--- src/rtl/fifo_stream_reader_pkg.sv ---
// Shared types and constants for the fifo read-side stream adapter.
// Optional statistics counters are enabled with FIFO_STREAM_READER_COUNT_EN.
package fifo_stream_pkg;

   localparam int READER_BUF_DEPTH = 2;
   localparam int STAT_W           = 16;

   typedef logic [1:0] cnt_t;

endpackage

--- src/rtl/fifo_stream_reader_if.sv ---
// Fifo out-port and downstream valid/ready stream bundle.
// master = reader side, slave = fifo plus downstream consumer.
interface fifo_stream_reader_if #(
   parameter int WIDTH = 16
);

   logic             fifo_pop;
   logic             fifo_nempty;
   logic [WIDTH-1:0] fifo_data;
   logic             m_valid;
   logic             m_ready;
   logic [WIDTH-1:0] m_data;

   modport master (
      output fifo_pop,
      output m_valid,
      output m_data,
      input  fifo_nempty,
      input  fifo_data,
      input  m_ready
   );

   modport slave (
      input  fifo_pop,
      input  m_valid,
      input  m_data,
      output fifo_nempty,
      output fifo_data,
      output m_ready
   );

endinterface

--- src/rtl/fifo_stream_reader_stream_buf2.sv ---
// Two-entry register fifo holding prefetched words.
// clear_i wins over push/pop in the same cycle.
module stream_buf2
   import fifo_stream_pkg::*;
#(
   parameter int WIDTH = 16
) (
   input  logic             clk_i,
   input  logic             rst_i,
   input  logic             clear_i,
   input  logic             push_i,
   input  logic [WIDTH-1:0] push_data_i,
   input  logic             pop_i,
   output logic [WIDTH-1:0] head_data_o,
   output cnt_t             count_o
);

   logic [READER_BUF_DEPTH-1:0][WIDTH-1:0] mem_q;
   logic head_q, head_d;
   logic tail_q, tail_d;
   cnt_t count_q, count_d;

   always_comb begin
      head_d  = head_q;
      tail_d  = tail_q;
      count_d = count_q;
      if (clear_i) begin
         head_d  = 1'b0;
         tail_d  = 1'b0;
         count_d = '0;
      end else begin
         if (push_i)
            tail_d = ~tail_q;
         if (pop_i)
            head_d = ~head_q;
         count_d = count_q + cnt_t'(push_i)
                 - cnt_t'(pop_i);
      end
   end

   always_ff @(posedge clk_i or posedge rst_i) begin
      if (rst_i) begin
         mem_q   <= '0;
         head_q  <= 1'b0;
         tail_q  <= 1'b0;
         count_q <= '0;
      end else begin
         head_q  <= head_d;
         tail_q  <= tail_d;
         count_q <= count_d;
         if (push_i && !clear_i)
            mem_q[tail_q] <= push_data_i;
      end
   end

   assign head_data_o = mem_q[head_q];
   assign count_o     = count_q;

endmodule

--- src/rtl/fifo_stream_reader.sv ---
// Fifo read-side consumer: hides the one-cycle read latency behind a
// 2-entry prefetch. Define FIFO_STREAM_READER_COUNT_EN for statistics.
module fifo_stream_reader
   import fifo_stream_pkg::*;
#(
   parameter int WIDTH     = 16,
   parameter int BUF_DEPTH = READER_BUF_DEPTH
) (
   input  logic              clock,
   input  logic              reset,
   input  logic              flush,
   output logic              busy,
`ifdef FIFO_STREAM_READER_COUNT_EN
   output logic [STAT_W-1:0] word_count,
   output logic [STAT_W-1:0] stall_count,
`endif
   fifo_stream_reader_if.master bus
);

   if (BUF_DEPTH != READER_BUF_DEPTH) begin : g_bad_depth
      $error("fifo_stream_reader: BUF_DEPTH must be 2");
   end

   logic             inflight_q, inflight_d;
   logic             discard_q, discard_d;
   logic             out_accept;
   logic             push;
   logic             pop_ok;
   logic [2:0]       occ;
   cnt_t             count;
   logic [WIDTH-1:0] head;

   // occ is the occupancy left after this edge's accept; keep it below 2
   always_comb begin
      out_accept = (count != '0) && bus.m_ready;
      occ        = 3'(count) + 3'(inflight_q)
                 - 3'(out_accept);
      pop_ok     = !reset && !flush
                && bus.fifo_nempty && (occ < 3'd2);
      push       = inflight_q && !discard_q && !flush;
      inflight_d = pop_ok;
      discard_d  = flush;
   end

   always_ff @(posedge clock or posedge reset) begin
      if (reset) begin
         inflight_q <= 1'b0;
         discard_q  <= 1'b0;
      end else begin
         inflight_q <= inflight_d;
         discard_q  <= discard_d;
      end
   end

   stream_buf2 #(
      .WIDTH (WIDTH)
   ) u_buf (
      .clk_i       (clock),
      .rst_i       (reset),
      .clear_i     (flush),
      .push_i      (push),
      .push_data_i (bus.fifo_data),
      .pop_i       (out_accept),
      .head_data_o (head),
      .count_o     (count)
   );

   assign bus.fifo_pop = pop_ok;
   assign bus.m_valid  = (count != '0);
   assign bus.m_data   = head;
   assign busy         = (count != '0) || inflight_q;

`ifdef FIFO_STREAM_READER_COUNT_EN
   logic [STAT_W-1:0] word_q, word_d;
   logic [STAT_W-1:0] stall_q, stall_d;

   // word counter wraps, stall counter saturates; flush touches neither
   always_comb begin
      word_d  = word_q;
      stall_d = stall_q;
      if (out_accept && !flush)
         word_d = word_q + STAT_W'(1);
      if ((count != '0) && !bus.m_ready
          && (stall_q != '1))
         stall_d = stall_q + STAT_W'(1);
   end

   always_ff @(posedge clock or posedge reset) begin
      if (reset) begin
         word_q  <= '0;
         stall_q <= '0;
      end else begin
         word_q  <= word_d;
         stall_q <= stall_d;
      end
   end

   assign word_count  = word_q;
   assign stall_count = stall_q;
`endif

endmodule

--- src/flat_wrapper.sv ---
// flat-port wrapper written by rule: the top's interface ports become plain ports
module fifo_stream_reader_flat import fifo_stream_pkg::*;
#(
   parameter int WIDTH     = 16,
   parameter int BUF_DEPTH = READER_BUF_DEPTH
)
  (clock, reset, flush, busy, bus_fifo_pop, bus_m_valid, bus_m_data, bus_fifo_nempty, bus_fifo_data, bus_m_ready);
  fifo_stream_reader_if #(.WIDTH(WIDTH)) bus_i ();
  input  logic clock;
  input  logic reset;
  input  logic flush;
  output logic busy;
  output wire logic [$bits(bus_i.fifo_pop)-1:0] bus_fifo_pop;
  output wire logic [$bits(bus_i.m_valid)-1:0] bus_m_valid;
  output wire logic [$bits(bus_i.m_data)-1:0] bus_m_data;
  input wire logic [$bits(bus_i.fifo_nempty)-1:0] bus_fifo_nempty;
  input wire logic [$bits(bus_i.fifo_data)-1:0] bus_fifo_data;
  input wire logic [$bits(bus_i.m_ready)-1:0] bus_m_ready;
  assign bus_fifo_pop = bus_i.fifo_pop;
  assign bus_m_valid = bus_i.m_valid;
  assign bus_m_data = bus_i.m_data;
  assign bus_i.fifo_nempty = bus_fifo_nempty;
  assign bus_i.fifo_data = bus_fifo_data;
  assign bus_i.m_ready = bus_m_ready;
  fifo_stream_reader #(.WIDTH(WIDTH), .BUF_DEPTH(BUF_DEPTH)) u_core (.clock(clock), .reset(reset), .flush(flush), .busy(busy), .bus(bus_i));
endmodule
--- config.mk ---
export PLATFORM = sky130hd
export DESIGN_NAME = fifo_stream_reader_flat
export DESIGN_NICKNAME = d
export VERILOG_FILES = /design/src/rtl/fifo_stream_reader_pkg.sv /design/src/rtl/fifo_stream_reader_if.sv /design/src/rtl/fifo_stream_reader_stream_buf2.sv /design/src/rtl/fifo_stream_reader.sv /design/src/flat_wrapper.sv
export SDC_FILE = /design/constraint.sdc
export NUM_CORES = 1
export LEC_CHECK = 0
export ABC_CLOCK_PERIOD_IN_PS = 1800
export BUFFER_PORTS_ARGS = -buffer_cell sky130_fd_sc_hd__clkbuf_2
export CORE_AREA = 10 10 74 76
export DETAILED_ROUTE_END_ITERATION = 10
export DIE_AREA = 0 0 84 86
export GPL_TIMING_DRIVEN = 0
export PLACE_DENSITY = 0.72
export SKIP_CTS_REPAIR_TIMING = 1
export SYNTH_ARGS = -nofsm -noshare
export SYNTH_HDL_FRONTEND = slang
export SYNTH_SLANG_ARGS = --single-unit
--- constraint.sdc ---
create_clock -name clock -period 1.8 [get_ports clock]
set_input_delay 0.09 -clock clock [delete_from_list [all_inputs] [get_ports clock]]
set_output_delay 0.09 -clock clock [all_outputs]
set_load 0.03 [all_outputs]
* Word level (Yosys, flattened, before mapping) *
Cells that the tools add are included.

word-level totals
  register bits = 38
  latch bits = 0
  RAM bits = 0
  ROM bits = 0
  output and inout bits = 19
  word-level logic and storage cells = 42
  memories kept = 0

operators by class
  add/sub/neg operators = 4
  multiply operators = 0
  div/mod/pow operators = 0
  magnitude comparators = 4
  equality and inequality tests = 0
  shift operators = 0
  muxes and demuxes = 10
  bitwise operators = 2
  reduce and logical (&&, ||, !) cells = 15

operators with widths
  operator                                                              number
  16-bit two-way mux                                                    3
  32-bit bitwise mux                                                    1
  16-bit demux with 1-bit select                                        1
  1-bit logical AND                                                     8
  2-bit nonzero test                                                    3
  1-bit by 2-bit < comparator with 1-bit output, second input constant  2
  1-bit two-way mux                                                     4
  2-bit by 1-bit adder with 3-bit output                                1
  1-bit logical NOT                                                     3
  3-bit by 2-bit < comparator with 1-bit output, second input constant  1
  3-bit by 1-bit subtractor with 3-bit output                           1
  2-bit by 1-bit adder with 2-bit output                                1
  2-bit two-way mux                                                     1
  1-bit NOT                                                             2
  2-bit by 1-bit subtractor with 2-bit output                           1
  1-bit greater-or-equal comparator, second input constant              1
  1-bit logical OR                                                      1

* Longest topological paths before layout *
Gate-level depths: netlist of the first run.

  word-level depth = 6
  gate-level depth with buffers = 8

* Hierarchy *
From an unflattened synthesis of the first run, not the netlist that was laid out.

unflattened totals
  cells, all modules = 116
  area, all modules = 1,749.2 um^2

by module, submodules not included
  module              times used  cells an instance  area each (um^2)
  stream_buf2         1           102                1,602.8
  fifo_stream_reader  1           14                 146.4

* Least setup slack after synthesis of the first run *
Ideal clock, no wire load.

  path type = register to register
  start point = register u_core.u_buf.count_q[1], in the netlist u_core.u_buf.count_o[1]
  end point = register u_core.inflight_q
  library setup time = 233 ps
  arrival = 2,381 ps
  path slack = -815 ps
  stages on the path, launching flop included = 6
  buffers on the path = 0
  period minus slack after synthesis = 2,615 ps
  path through = dfrtp_1 > o21ai_0 > nor2_1 > fa_1 > nand2_1 > nor4_1

on the way
  word-level cells in the longest chain between the ends = 5
  elaborated cells on any way between the ends = 6
  classes of those cells = add/sub (2); order compare (1); reduce/logical (3)

ends and longest elaborated chain
  what                                                                            line                                  text
  from (decl)                                                                     fifo_stream_reader_stream_buf2.sv:21  cnt_t count_q, count_d;
  from (signal assigned)                                                          fifo_stream_reader_stream_buf2.sv:50  count_q <= count_d;
  branches (longest 2 deep; another with 2-bit by 1-bit adder with 3-bit output)  n/a
  3-bit by 1-bit subtractor with 3-bit output *                                   fifo_stream_reader.sv:37              - 3'(out_accept);
  3-bit by 2-bit < comparator with 1-bit output *                                 fifo_stream_reader.sv:39              && bus.fifo_nempty && (occ < 3'd2);
  1-bit logical AND *                                                             fifo_stream_reader.sv:39
  net bus_fifo_pop                                                                flat_wrapper.sv:13                    output wire logic [$bits(bus_i.fifo_pop)-1:0] bus_fifo_pop;
  to (signal assigned)                                                            fifo_stream_reader.sv:50              inflight_q <= inflight_d;
  to (decl)                                                                       fifo_stream_reader.sv:24              logic inflight_q, inflight_d;

Mark *: on every way through the listed nets, which the timed path passes.
A chain may end at the register's enable or synchronous reset.

* Worst setup path after layout of the first run *
  start point = register u_core.u_buf.count_q[1], in the netlist u_core.u_buf.count_o[1]
  end point = output port bus_fifo_pop

on the way
  word-level cells in the longest chain between the ends = 5
  elaborated cells on any way between the ends = 6
  classes of those cells = add/sub (2); order compare (1); reduce/logical (3)

ends and longest elaborated chain
  what                                                                            line
  branches (longest 2 deep; another with 2-bit by 1-bit adder with 3-bit output)  n/a
  3-bit by 1-bit subtractor with 3-bit output *                                   fifo_stream_reader.sv:37
  3-bit by 2-bit < comparator with 1-bit output *                                 fifo_stream_reader.sv:39
  1-bit logical AND *                                                             fifo_stream_reader.sv:39
  to (decl)                                                                       flat_wrapper.sv:13

Mark *: on every way between the ends.

==> impl_metrics.env, run 1 <==
export IMPL_n_fill_cell=343
export IMPL_antenna_left=0
export IMPL_clock_sinks=38
export IMPL_power_switching_mw=1.189
export IMPL_drc=0
export IMPL_layout_drive_gt1_share_pct=65.70
export IMPL_diodes=0
export IMPL_finalHoldViolCount=38
export IMPL_p_comb_share_pct=44.9
export IMPL_fp_dieW_um=84
export IMPL_yosysTopAreaCellShare_pct=51.49
export IMPL_grt_start_max_net_pins=39
export IMPL_hpwlAfterDp_mm=2.712
export IMPL_rows=23
export IMPL_setup_viol=22
export IMPL_synth_xor_area_share_pct=2.846
export IMPL_r2r_start="u_core.inflight_q$_DFF_PP0_"
export IMPL_syn_avg_cell_area_um2=15.52
export IMPL_routed_wl_mm=3.741
export IMPL_ff2ff_setup_slack_ns=-0.17
export IMPL_finalCritPeriodShare_pct=117.4
export IMPL_hp_class="in -> async"
export IMPL_cts_tree="yes"
export IMPL_netSwitchingFraction_pct=37.41
export IMPL_place_inst=208
export IMPL_gp_congestion=0.7483
export IMPL_start_kind="flip-flop"
export IMPL_synth_cells=119
export IMPL_syn_nets=143
export IMPL_yosys_warnings=0
export IMPL_synth_fa_ha_area_share_pct=2.439
export IMPL_criticalPathCategory="reg -> out"
export IMPL_cts_htree_levels=2
export IMPL_seqPwrFrac_pct=38.2
export IMPL_final_common_cell="clkbuf_2"
export IMPL_endpoint_kind="primary output"
export IMPL_dr_first_iter_drc_count=45
export IMPL_vias_per_cell=4.941
export IMPL_grt_use_total_pct=10.73
export IMPL_initial_core_util_pct=46.50
export IMPL_critPathMaxFanout=5
export IMPL_peakVddDrop_uv=636.4
export IMPL_rsz0062_at_grt="yes"
export IMPL_reg2reg_depth=9
export IMPL_cts_clk_slew_worst_paths_ns=0.07
export IMPL_worstMarginPinSlew_ns=0.7737
export IMPL_synth_compound_area_share_pct=0.2710
export IMPL_antenna_found_initial=0
export IMPL_status="finished with violations"
export IMPL_synth_seq_cells=38
export IMPL_final_nets=196
export IMPL_r2r_end="u_core.u_buf.count_o[1]$_DFF_PP0_"
export IMPL_grt_ovfl_total=0
export IMPL_layout_common_cells="clkbuf_2, dfrtp_1, mux2_2"
export IMPL_fin_ws_ns=-0.3134
export IMPL_synth_area_leader_cell="dfrtp_1"
export IMPL_holdWs_ns=-0.02938
export IMPL_dieArea_mm2=0.007224
export IMPL_fin_skew_ns=0.006033
export IMPL_cts_made_buffers=5
export IMPL_clock_power_share_pct=16.9
export IMPL_leakage_nw=1.171
export IMPL_max_freq_ghz=0.4732
export IMPL_ios=40
export IMPL_firstDrtPassIters=2
export IMPL_clkLatencyLatePin_ns=0.29
export IMPL_wl_per_cell_um=16.85
export IMPL_grt_pass1_vias=1258
export IMPL_arrival_ns=2.02
export IMPL_synth_distinct_cells=21
export IMPL_die_h_um=86
export IMPL_synth_top_family_by_area="multiplexers"
export IMPL_final_util_pct=57.28
export IMPL_syn_area_mm2=0.001847
export IMPL_required_ns=1.71
export IMPL_relSlewSlack_pct=48.34
export IMPL_synth_area_top_cells="dfrtp_1, mux2_2, mux2_4, buf_12, nor2_8"
export IMPL_fin_cells=222
export IMPL_yosysSeqAreaShare_pct=51.49
export IMPL_grt_pass1_wl_mm=6.251
export IMPL_intPower_mw=1.989
export IMPL_power_density_mw_per_mm2=1397
export IMPL_maxCapViolCount=0
export IMPL_failed_checks="negative hold slack, negative setup slack"
export IMPL_io_buffers=39
export IMPL_period_minus_slack_ns=2.113
export IMPL_synth_area_mux_share_pct=33.33
export IMPL_cts_root_buf="clkbuf_8"
export IMPL_area_growth_pct=23.17
export IMPL_yosys_area_share_simple_pct=5.556
export IMPL_report_final_slew_viol_count=0
export IMPL_core_area_mm2=0.003971
export IMPL_vias=1097
export IMPL_clockBufferDepth=2
state kept, by name (all words and copies together), names as in the netlist:
| name | flops |
|---|---|
| u_core.u_buf.count_o | 2 |
| u_core.u_buf.head_q | 1 |
| u_core.discard_q | 1 |
| u_core.inflight_q | 1 |
| u_core.u_buf.tail_q | 1 |
| u_core.u_buf.mem_q | 32 |
through the flow:
step	cell area (µm²)	TNS, ns	setup slack, ns	total power [mW]
after floorplan	1869	-0.1523	-0.1183	2.267
after global placement	2127	-0.1719	-0.1004	2.575
after detailed placement	2127	-0.2801	-0.1759	2.622
after CTS	2203	-3.048	-0.5006	3.178
after global routing	2275	-3.474	-0.4183	3.369
final	2275	-2.039	-0.3134	3.178
synth_stat cells (all sizes together):
master  number
xor2         4
nand2        2
or3b         1
ha           2
inv          4
nor2         6
mux2        48
dfrtp       38
buf          5
fa           1
nor4         1
or2          1
nor2b        2
xnor2        2
or3          1
o21ai        1
cells by family (layout without fill, tap and decap cells):
kind of cell	Yosys count	in the layout
DFF	38	38
and+or+nand+nor	14	14
buffers and inverters	9	62
muxes	48	48
xor gates and xnor gates	6	6
adders and majority gates	3	3
AOI/OAI and AO/OA	1	1
worst max path at each step:
stage,to,startpoint,slack (ns)
floorplan,u_core.inflight_q$_DFF_PP0_,u_core.u_buf.count_o[1]$_DFF_PP0_,-0.12
global placement,bus_fifo_pop,u_core.u_buf.count_o[1]$_DFF_PP0_,-0.10
detailed placement,bus_fifo_pop,u_core.u_buf.count_o[1]$_DFF_PP0_,-0.18
CTS,bus_fifo_pop,u_core.u_buf.count_o[1]$_DFF_PP0_,-0.50
global route,bus_fifo_pop,u_core.u_buf.count_o[1]$_DFF_PP0_,-0.42
finish,bus_fifo_pop,u_core.u_buf.count_o[1]$_DFF_PP0_,-0.31
layout make-up:
| cell class | count | area [µm²] | share of cell area, % |
|---|---|---|---|
| Multi-Input combinational cell | 72 | 849.6 | 37.35 |
| Timing Repair Buffer | 47 | 261.5 | 11.50 |
| Buffer | 4 | 56.30 | 2.475 |
| Sequential cell | 38 | 953.4 | 41.91 |
| Clock buffer | 7 | 76.32 | 3.355 |
| Inverter | 4 | 15.01 | 0.6601 |
| Tap cell | 50 | 62.56 | 2.750 |
critical path: stages (launching register included):
cell and delay (ns):
dfrtp_2 0.46, o21ai_4 0.15, nor2_1 0.08, fa_1 0.50
nand2_2 0.06, nor4_4 0.30, buf_6 0.18
per-layer routing:
metal | GRT usage (%) | part of all wire, % | vias to the layer above | routed length [µm]
met3 | 4.825 | 5.0 | 5 | 187
met4 | 3.196 | 1.1 | 0 | 41
met2 | 18.54 | 53 | 25 | 1968
met1 | 11.57 | 41 | 551 | 1543
li1 | - | - | 516 | -
met5 | 0 | 0 | - | 0
power by group through the flow:
| stage | Clock [mW] | Combinational, mW | Sequential (mW) |
|---|---|---|---|
| floorplan | 0 | 1.08 | 1.18 |
| global placement | 0 | 1.37 | 1.21 |
| detailed placement | 0 | 1.39 | 1.23 |
| CTS | 0.560 | 1.40 | 1.22 |
| global route | 0.593 | 1.53 | 1.25 |
| finish | 0.536 | 1.43 | 1.21 |
Power figures use the tool's default switching activity.
==> run 2: changes to the inputs <==
Settings changed: CORE_AREA 10 10 74 76 to 10 10 72 74, CTS_BUF_LIST set to sky130_fd_sc_hd__clkbuf_4, DIE_AREA 0 0 84 86 to 0 0 82 84, PLACE_DENSITY 0.72 to 0.87.
==> run 2 against run 1 <==
The flow finishes with violations (negative setup slack). Clock power down 21%. Wire length grew 4.6%. Register-to-register slack better by 0.07 ns. Critical path type unchanged.
==> impl_metrics.env, run 2 (synthesis results as in run 1) <==
export IMPL_die_h_um=84
export IMPL_cts_clk_slew_worst_paths_ns=0.11
export IMPL_routed_wl_mm=3.912
export IMPL_cts_root_buf="clkbuf_4"
export IMPL_vias_per_cell=4.940
export IMPL_cts_made_buffers=5
export IMPL_min_to="u_core.u_buf.mem_q[13]$_DFFE_PP0P_"
export IMPL_design_area_mm2=0.002376
export IMPL_vias=1156
export IMPL_rsz0062_at_grt="yes"
export IMPL_finalHoldViolCount=0
export IMPL_grt_pass1_vias=1294
export IMPL_relSlewSlack_pct=48.58
export IMPL_hpwlAfterDp_mm=2.852
export IMPL_reg2reg_depth=8
export IMPL_place_inst=208
export IMPL_area_growth_pct=28.66
export IMPL_grt_ovfl_total=0
export IMPL_peakVddDrop_uv=793.8
export IMPL_report_final_slew_viol_count=0
export IMPL_fp_dieW_um=82
export IMPL_layout_common_cells="clkbuf_2, dfrtp_1, mux2_2"
export IMPL_fin_skew_ns=0.01001
export IMPL_layout_drive_gt1_share_pct=60.33
export IMPL_cpPeakStageDelay_ns=0.51
export IMPL_dr_first_iter_drc_count=23
export IMPL_clock_sinks=38
export IMPL_largest_register="u_core.u_buf.mem_q"
export IMPL_wl_per_cell_um=16.72
export IMPL_start_kind="flip-flop"
export IMPL_criticalPathCategory="reg -> out"
export IMPL_fin_cells=234
export IMPL_leakage_nw=1.207
export IMPL_firstDrtPassIters=2
export IMPL_initial_core_util_pct=47.89
export IMPL_drc=0
export IMPL_regArea_um2=953.4
export IMPL_largest_reg_flops=32
export IMPL_ff2ff_setup_slack_ns=-0.10
export IMPL_hp_start="bus_fifo_data[13]"
export IMPL_gp_congestion=0.7557
export IMPL_hp_class="in -> reg"
export IMPL_r2r_start="u_core.inflight_q$_DFF_PP0_"
export IMPL_final_common_cell="clkbuf_2"
export IMPL_n_fill_cell=325
export IMPL_grt_start_max_net_pins=39
export IMPL_holdWs_ns=0.006206
export IMPL_power_density_mw_per_mm2=1300
export IMPL_required_ns=1.71
export IMPL_diodes=0
export IMPL_endpoint_kind="primary output"
export IMPL_r2r_end="u_core.u_buf.count_o[1]$_DFF_PP0_"
export IMPL_finalCritPeriodShare_pct=122.6
export IMPL_core_area_mm2=0.003856
export IMPL_cts_tree="yes"
export IMPL_cts_htree_levels=2
export IMPL_hold_path_depth=2
export IMPL_grt_pass1_wl_mm=6.244
export IMPL_grt_use_total_pct=11.60
export IMPL_worstMarginPinSlew_ns=0.7702
export IMPL_setup_viol=3
export IMPL_rows=23
export IMPL_fin_ws_ns=-0.4063
export IMPL_antenna_found_initial=0
export IMPL_period_minus_slack_ns=2.206
export IMPL_dieArea_mm2=0.006888
export IMPL_place_area_mm2=0.002127
export IMPL_failed_checks="negative setup slack"
export IMPL_status="finished with violations"
export IMPL_antenna_left=0
export IMPL_clockBufferDepth=2
export IMPL_critPathMaxFanout=4
export IMPL_final_nets=207
export IMPL_arrival_ns=2.12
export IMPL_multi_input_area_um2=849.6
export IMPL_ios=40
export IMPL_max_freq_ghz=0.4533
export IMPL_critical_path_buf_inv_count=1
export IMPL_crit_chain="o21ai_4 > nor2_1 > fa_1 > nand2_2 > nor4_4 > buf_6"
export IMPL_place_ws_ns=-0.1454
export IMPL_clkLatencyLatePin_ns=0.34
export IMPL_io_buffers=39
export IMPL_power_mw=3.090
export IMPL_path_delay_family="adder cells"
export IMPL_critPathSlowestCell="fa_1"
export IMPL_maxCapViolCount=0
run 2: layer usage:
layer  up-vias  track usage (%)  part of all wire (%)
met5         -                0                     0
met4         0            2.786                  0.97
met3         5            5.065                   7.3
met2        32            19.47                    51
met1       581            12.94                    40
li1        538                -                     -
run 2: where the power goes:
| part | internal (mW) | leakage, nW | switching, mW | total [mW] |
|---|---|---|---|---|
| Combinational | 0.655 | 0.680 | 0.795 | 1.45 |
| Sequential | 1.08 | 0.498 | 0.136 | 1.21 |
| Clock | 0.145 | 0.0286 | 0.281 | 0.426 |
| Total | 1.88 | 1.21 | 1.21 | 3.09 |
run 2: layout make-up:
class,count,share of cell area (%)
clock inverter,3,0.6846
timing repair buffer,57,15.75
sequential,38,40.13
buffer,5,2.844
tap,50,2.633
inverter,4,0.6319
multi-input combinational,72,35.76
clock buffer,5,1.580
run 2: how the worst max path moves through the flow:
stage                                 startpoint                           to  slack (ns)  cells past startpoint
3_5_place_dp   u_core.u_buf.count_o[1]$_DFF_PP0_                 bus_fifo_pop       -0.15                      6
2_1_floorplan  u_core.u_buf.count_o[1]$_DFF_PP0_  u_core.inflight_q$_DFF_PP0_       -0.12                      5
5_1_grt              u_core.inflight_q$_DFF_PP0_                 bus_fifo_pop       -0.52                      6
4_1_cts        u_core.u_buf.count_o[1]$_DFF_PP0_                 bus_fifo_pop       -0.55                      6
6_report       u_core.u_buf.count_o[1]$_DFF_PP0_                 bus_fifo_pop       -0.41                      6
3_3_place_gp   u_core.u_buf.count_o[1]$_DFF_PP0_                 bus_fifo_pop        -0.1                      6
run 2: worst reg2reg max path, delay by kind of cell (launching register included):
family	cells	cell delay (ns)
flip-flops	1	0.42
adder cells (fa/ha/maj)	2	0.41
XOR/XNOR	2	0.33
AND/OR/NAND/NOR	2	0.42
buffers and inverters	2	0.21
run 2: metrics by stage:
step	TNS [ns]	util [%]
6_report	-0.5083	61.62
5_1_grt	-0.8174	61.62
4_1_cts	-3.488	56.55
3_5_place_dp	-0.2785	55.16
3_3_place_gp	-0.1404	55.16
2_1_floorplan	-0.1523	-
